===== src/rtl/iterative_divider_64_32.sv =====
// Restoring radix-2 divider: unsigned 2N-bit dividend by N-bit divisor, one quotient bit per clock.
// Zero divisor and quotient overflow are detected up front and finish without iterating.
module iterative_divider_64_32 #(
  parameter int N = 32
) (
  input  logic           clk,
  input  logic           rst,
  input  logic           start,
  input  logic [2*N-1:0] A,
  input  logic [N-1:0]   B,
  output logic [N-1:0]   Q,
  output logic [N-1:0]   R,
  output logic           busy,
  output logic           done,
  output logic           div_zero,
  output logic           ovf
);

  localparam int CW = $clog2(N);
  localparam logic [1:0] S_IDLE = 2'd0;
  localparam logic [1:0] S_RUN  = 2'd1;
  localparam logic [1:0] S_FIN  = 2'd2;
  localparam logic [CW-1:0] LAST_ITER = CW'(N - 1);

  logic [1:0]    state_q, state_d;
  logic [CW-1:0] cnt_q, cnt_d;
  logic [N-1:0]  p_q, p_d;
  logic [N-1:0]  qs_q, qs_d;
  logic [N-1:0]  b_q, b_d;
  logic [N-1:0]  q_q, q_d;
  logic [N-1:0]  r_q, r_d;
  logic          busy_q, busy_d;
  logic          done_q, done_d;
  logic          dz_q, dz_d;
  logic          ovf_q, ovf_d;

  logic [N:0]    p_shift_s;
  logic [N:0]    diff_s;
  logic          ge_s;
  logic [N-1:0]  p_next_s;
  logic [N-1:0]  qs_next_s;

  // Trial subtraction: the stored remainder stays below B, so only the shifted-out MSB
  // can push P' past N bits, and in that case P' >= B unconditionally.
  always_comb begin
    p_shift_s = {p_q, qs_q[N-1]};
    diff_s    = {1'b0, p_shift_s[N-1:0]} - {1'b0, b_q};
    ge_s      = p_shift_s[N] | ~diff_s[N];
    if (ge_s) begin
      p_next_s = diff_s[N-1:0];
    end else begin
      p_next_s = p_shift_s[N-1:0];
    end
    qs_next_s = {qs_q[N-2:0], ge_s};
  end

  // Control FSM and datapath next-state
  always_comb begin
    state_d = state_q;
    cnt_d   = cnt_q;
    p_d     = p_q;
    qs_d    = qs_q;
    b_d     = b_q;
    q_d     = q_q;
    r_d     = r_q;
    dz_d    = dz_q;
    ovf_d   = ovf_q;
    case (state_q)
      S_IDLE: begin
        if (start) begin
          cnt_d = {CW{1'b0}};
          dz_d  = 1'b0;
          ovf_d = 1'b0;
          b_d   = B;
          if (B == {N{1'b0}}) begin
            dz_d    = 1'b1;
            q_d     = {N{1'b1}};
            r_d     = A[N-1:0];
            state_d = S_FIN;
          end else if (A[2*N-1:N] >= B) begin
            ovf_d   = 1'b1;
            q_d     = {N{1'b1}};
            r_d     = A[N-1:0];
            state_d = S_FIN;
          end else begin
            p_d     = A[2*N-1:N];
            qs_d    = A[N-1:0];
            state_d = S_RUN;
          end
        end else begin
          state_d = S_IDLE;
        end
      end
      S_RUN: begin
        p_d   = p_next_s;
        qs_d  = qs_next_s;
        cnt_d = cnt_q + CW'(1);
        if (cnt_q == LAST_ITER) begin
          q_d     = qs_next_s;
          r_d     = p_next_s;
          state_d = S_FIN;
        end else begin
          state_d = S_RUN;
        end
      end
      S_FIN: begin
        state_d = S_IDLE;
      end
      default: begin
        state_d = S_IDLE;
      end
    endcase
    busy_d = (state_d == S_RUN);
    done_d = (state_d == S_FIN);
  end

  // State registers with synchronous reset
  always_ff @(posedge clk) begin
    if (rst) begin
      state_q <= S_IDLE;
      cnt_q   <= {CW{1'b0}};
      p_q     <= {N{1'b0}};
      qs_q    <= {N{1'b0}};
      b_q     <= {N{1'b0}};
      q_q     <= {N{1'b0}};
      r_q     <= {N{1'b0}};
      busy_q  <= 1'b0;
      done_q  <= 1'b0;
      dz_q    <= 1'b0;
      ovf_q   <= 1'b0;
    end else begin
      state_q <= state_d;
      cnt_q   <= cnt_d;
      p_q     <= p_d;
      qs_q    <= qs_d;
      b_q     <= b_d;
      q_q     <= q_d;
      r_q     <= r_d;
      busy_q  <= busy_d;
      done_q  <= done_d;
      dz_q    <= dz_d;
      ovf_q   <= ovf_d;
    end
  end

  assign Q        = q_q;
  assign R        = r_q;
  assign busy     = busy_q;
  assign done     = done_q;
  assign div_zero = dz_q;
  assign ovf      = ovf_q;

endmodule


===== config.mk =====
export PLATFORM = sky130hd
export DESIGN_NAME = iterative_divider_64_32
export DESIGN_NICKNAME = d
export VERILOG_FILES = /design/src/rtl/iterative_divider_64_32.sv
export SDC_FILE = /design/constraint.sdc
export NUM_CORES = 1
export LEC_CHECK = 0
export BUFFER_PORTS_ARGS = -buffer_cell sky130_fd_sc_hd__buf_2
export CAP_MARGIN = 10
export CORE_UTILIZATION = 50
export CTS_BUF_LIST = sky130_fd_sc_hd__clkbuf_4 sky130_fd_sc_hd__clkbuf_8 sky130_fd_sc_hd__clkbuf_16
export CTS_CLUSTER_DIAMETER = 150
export DETAILED_ROUTE_END_ITERATION = 8
export PLACE_DENSITY = 0.72
export SLEW_MARGIN = 20
export SYNTH_ARGS = -nofsm -noshare
export SYNTH_HDL_FRONTEND = slang
export SYNTH_SLANG_ARGS = --single-unit

===== constraint.sdc =====
create_clock -name clk -period 4.2 [get_ports clk]
set_clock_uncertainty 0.05 [all_clocks]
set_input_delay 0.42 -clock clk [delete_from_list [all_inputs] [get_ports clk]]
set_output_delay 0.42 -clock clk [all_outputs]
set_load 0.05 [all_outputs]

==> reports/qor.yml <==
status: "finished, final reports clean"
power_frac_seq_pct: 29.9
critPathMaxStageDelay_ns: 0.55
cts-resized-gates: 0
min_path_cells: 3
rsz0062_at_grt: "false"
cts_max_level: 4
worstPathCellList: "inv_1 > ha_1 > a21o_1 > a31oi_1 > o22ai_1 > or4_1 > o21ai_2 > or2_4 > nor4b_2 > a2111oi_0 > nor3_1"
antenna_found_initial: 0
diodes: 0
path_max_fanout: 39
crit_required_ns: 4.43
fp.dieW_um: 142
drtIter0Drc: 1041
p_leak_uw: 0.00479
slew_violations: 0
wirelength_um: 29700
drc_errors: 0
synth_area_per_cell_um2: 7.57
pwr-share-comb_pct: 46.7
nNetsFinal: 1570
async_flop_share_pct: 0
cts_tree: "yes"
tightestPinTransition_ns: 0.943
p_int_uw: 3720
ys_seq_area_share_pct: 35.0
cts_setup_buffers: 0
grt_usage_pct: 29.8
ys_ff_latch: 171
start_kind: "flip-flop"
period_minus_slack_ns: 3.66
synth-edff-count: 0
finalSetupTns_ns: 0
hold_viol: 0
vdd_drop_max_mv: 0.314
rows: 50
p_sw_uw: 2970
cts_sinks: 171
drv_cap: 0
synthesis.nets: 1456
p_clk_share_pct: 23.4
worstRegToRegCells: 11
grt_first_pass_wirelength_um: 46800
min_path_type: "in -> reg"
dr.pass1.iters: 6
r2r-start: "b_q[23]$_SDFFE_PP0P_"
r2r-end: "R[17]$_SDFFE_PP0P_"
path_delay_family: "compound AO/OA/AOI/OAI gates"
yosysTopAreaCellShare_pct: 35.0
clock_path_buffers: 2
vias: 9948
synth_flop_cell: "dfxtp_1"
ff2ff_setup_slack_ns: 0.54
drive_gt1_share_pct: 17.2
swShare_pct: 44.4
timing.slew.headroom_pct: 37.1
arrival_ns: 3.89
period_share_pct: 87.2
min_from: "B[23]"
synthCells: 1290
clk_latency_ns: 0.44
fmax_ghz: 0.273
fin_util_pct: 59.7
initial_core_util_pct: 51.5
grt_pass1_vias: 8747
die-area_um2: 20100
final_area_um2: 11300
path_buf_inv: 1
dp_hpwl_um: 21800
area_delta_synth_final_pct: 15.9
finalSetupViolCount: 0
cts_root_buf: "clkbuf_16"
portBuffers: 166
slowest_stage: "or4_1"
chipHeight_um: 142
yosysWarnings: 0
core_um2: 19000
worstSetupPathType: "reg -> reg"
yosys.cell_types.count: 75
ios: 167
syn_area_um2: 9770
numCtsBuffers: 17
path_clk_slew_ns: 0.07
synth_area_leaders: "dfxtp_1 (35%), ha_1 (8.5%), nand2_1 (8.0%), a21oi_1 (5.0%), nor2_1 (4.8%)"
fillCellCount: 1805
drt-vias-per-instance: 5.93
ant_nets: 0
placed_area_um2: 10700
grt_overflow_total: 0
avgRoutedWirePerCell_um: 17.7
ctsHoldBuffers: 0
crit_path_end_kind: "flip-flop"
place_congestion: 0.989
synth_top_cell_by_area: "dfxtp_1"
min_to: "b_q[23]$_SDFFE_PP0P_"
grt_max_degree: 84
power.density_nw_per_um2: 592
through the flow:
stage	hold slack, ns	setup WS, ns	instances	power (µW)
final	0.189	0.538	1677	6700
after global routing	0.195	0.299	1677	7080
after CTS	0.178	0.617	1677	6650
after detailed placement	0.396	0.635	1645	5090
after global placement	0.388	0.665	1645	5070
after floorplan	0.386	1.24	1290	4370
per-layer routing:
metal,GRT usage [%],vias to the layer above,routed length [µm]
met3,4.96,44,2620
met4,8.66,0,602
met2,45.7,460,12900
met5,0,-,0
li1,-,4810,-
met1,42.7,4634,13600
worst register-to-register path, cell delays in order (launching register included):
cell	delay, ns
dfxtp_1	0.33
inv_1	0.05
ha_1	0.38
a21o_1	0.24
a31oi_1	0.27
o22ai_1	0.18
or4_1	0.55
o21ai_2	0.23
or2_4	0.53
nor4b_2	0.16
a2111oi_0	0.48
nor3_1	0.08
how the worst max path moves through the flow:
stage | start | end | slack [ns] | cells after the start
2_1_floorplan | qs_q[31]$_SDFFE_PP0P_ | R[11]$_SDFFE_PP0P_ | 1.24 | 14
3_3_place_gp | qs_q[31]$_SDFFE_PP0P_ | p_q[17]$_SDFFE_PP0P_ | 0.67 | 12
3_5_place_dp | b_q[23]$_SDFFE_PP0P_ | R[17]$_SDFFE_PP0P_ | 0.63 | 11
4_1_cts | qs_q[31]$_SDFFE_PP0P_ | p_q[17]$_SDFFE_PP0P_ | 0.62 | 12
5_1_grt | qs_q[31]$_SDFFE_PP0P_ | R[14]$_SDFFE_PP0P_ | 0.30 | 12
6_report | b_q[23]$_SDFFE_PP0P_ | R[17]$_SDFFE_PP0P_ | 0.54 | 11
placed cells by master (no fill, tap or decap), types with 3 or more instances in the layout:
master,netlist,final
a31oi_1,14,14
o21a_1,8,8
inv_1,75,75
o21ai_0,60,60
buf_4,4,20
mux2_2,4,4
a211oi_1,15,15
a21o_1,9,9
o2111ai_1,4,4
a21oi_1,97,97
o22ai_1,14,14
mux2i_1,3,3
xor2_1,10,10
inv_8,0,5
nand4_1,15,15
nor3b_1,3,3
o32ai_1,5,5
a311oi_1,33,33
nand3_1,19,19
o21ai_1,12,11
nor2_1,124,123
and3_1,4,4
xnor2_1,16,16
o211ai_1,35,35
a21boi_0,3,3
nor4_1,14,14
buf_2,11,165
nand2_1,209,209
nor3_1,77,77
clkbuf_16,0,17
nand2b_1,13,12
ha_1,66,66
dfxtp_1,171,171
inv_6,0,4
o31ai_1,15,15
nor2b_1,6,5
area by class of cell:
cell class	count	area, µm²	area share (%)
clock inverter	15	153	1.35
clock buffer	17	425	3.76
inverter	75	282	2.49
multi-input combinational	953	5710	50.5
timing repair buffer	186	996	8.80
sequential	171	3420	30.2
tap	260	325	2.87
power by group through the flow:
| stage | clock network (µW) | logic, µW | registers, µW |
|---|---|---|---|
| final | 1570 | 3130 | 2000 |
| after floorplan | 0 | 2190 | 2190 |
| after global placement | 0 | 3040 | 2030 |
| after CTS | 1570 | 3080 | 1990 |
| after detailed placement | 0 | 3060 | 2030 |
| after global routing | 1650 | 3410 | 2020 |
logic make-up after synthesis:
group,share of synthesized area [%]
simple gates,22.5
xor+xnor,2.50
mux,0.769
buf+inv,6.75
flops,35.0
compound gates,23.7
fa+ha+maj,8.66
cells in the mapped netlist (3+ instances only):
master,number
nand2_1,209
dfxtp_1,171
nor2_1,124
a21oi_1,97
nor3_1,77
inv_1,75
clkbuf_1,71
ha_1,66
o21ai_0,60
o211ai_1,35
a311oi_1,33
nand3_1,19
xnor2_1,16
a211oi_1,15
nand4_1,15
o31ai_1,15
a31oi_1,14
nor4_1,14
o22ai_1,14
nand2b_1,13
o21ai_1,12
buf_2,11
xor2_1,10
a21o_1,9
o21a_1,8
nor2b_1,6
o32ai_1,5
and3_1,4
buf_1,4
buf_4,4
mux2_2,4
o2111ai_1,4
a21boi_0,3
mux2i_1,3
nor3b_1,3
registers in the layout, indices dropped and copies added (netlist names):
| signal | flops |
|---|---|
| p_q | 32 |
| state_q | 2 |
| busy | 1 |
| div_zero | 1 |
| done | 1 |
| Q | 32 |
| R | 32 |
| qs_q | 32 |
| b_q | 32 |
| cnt_q | 5 |
| ovf | 1 |
(Power assumes the default switching activity.)
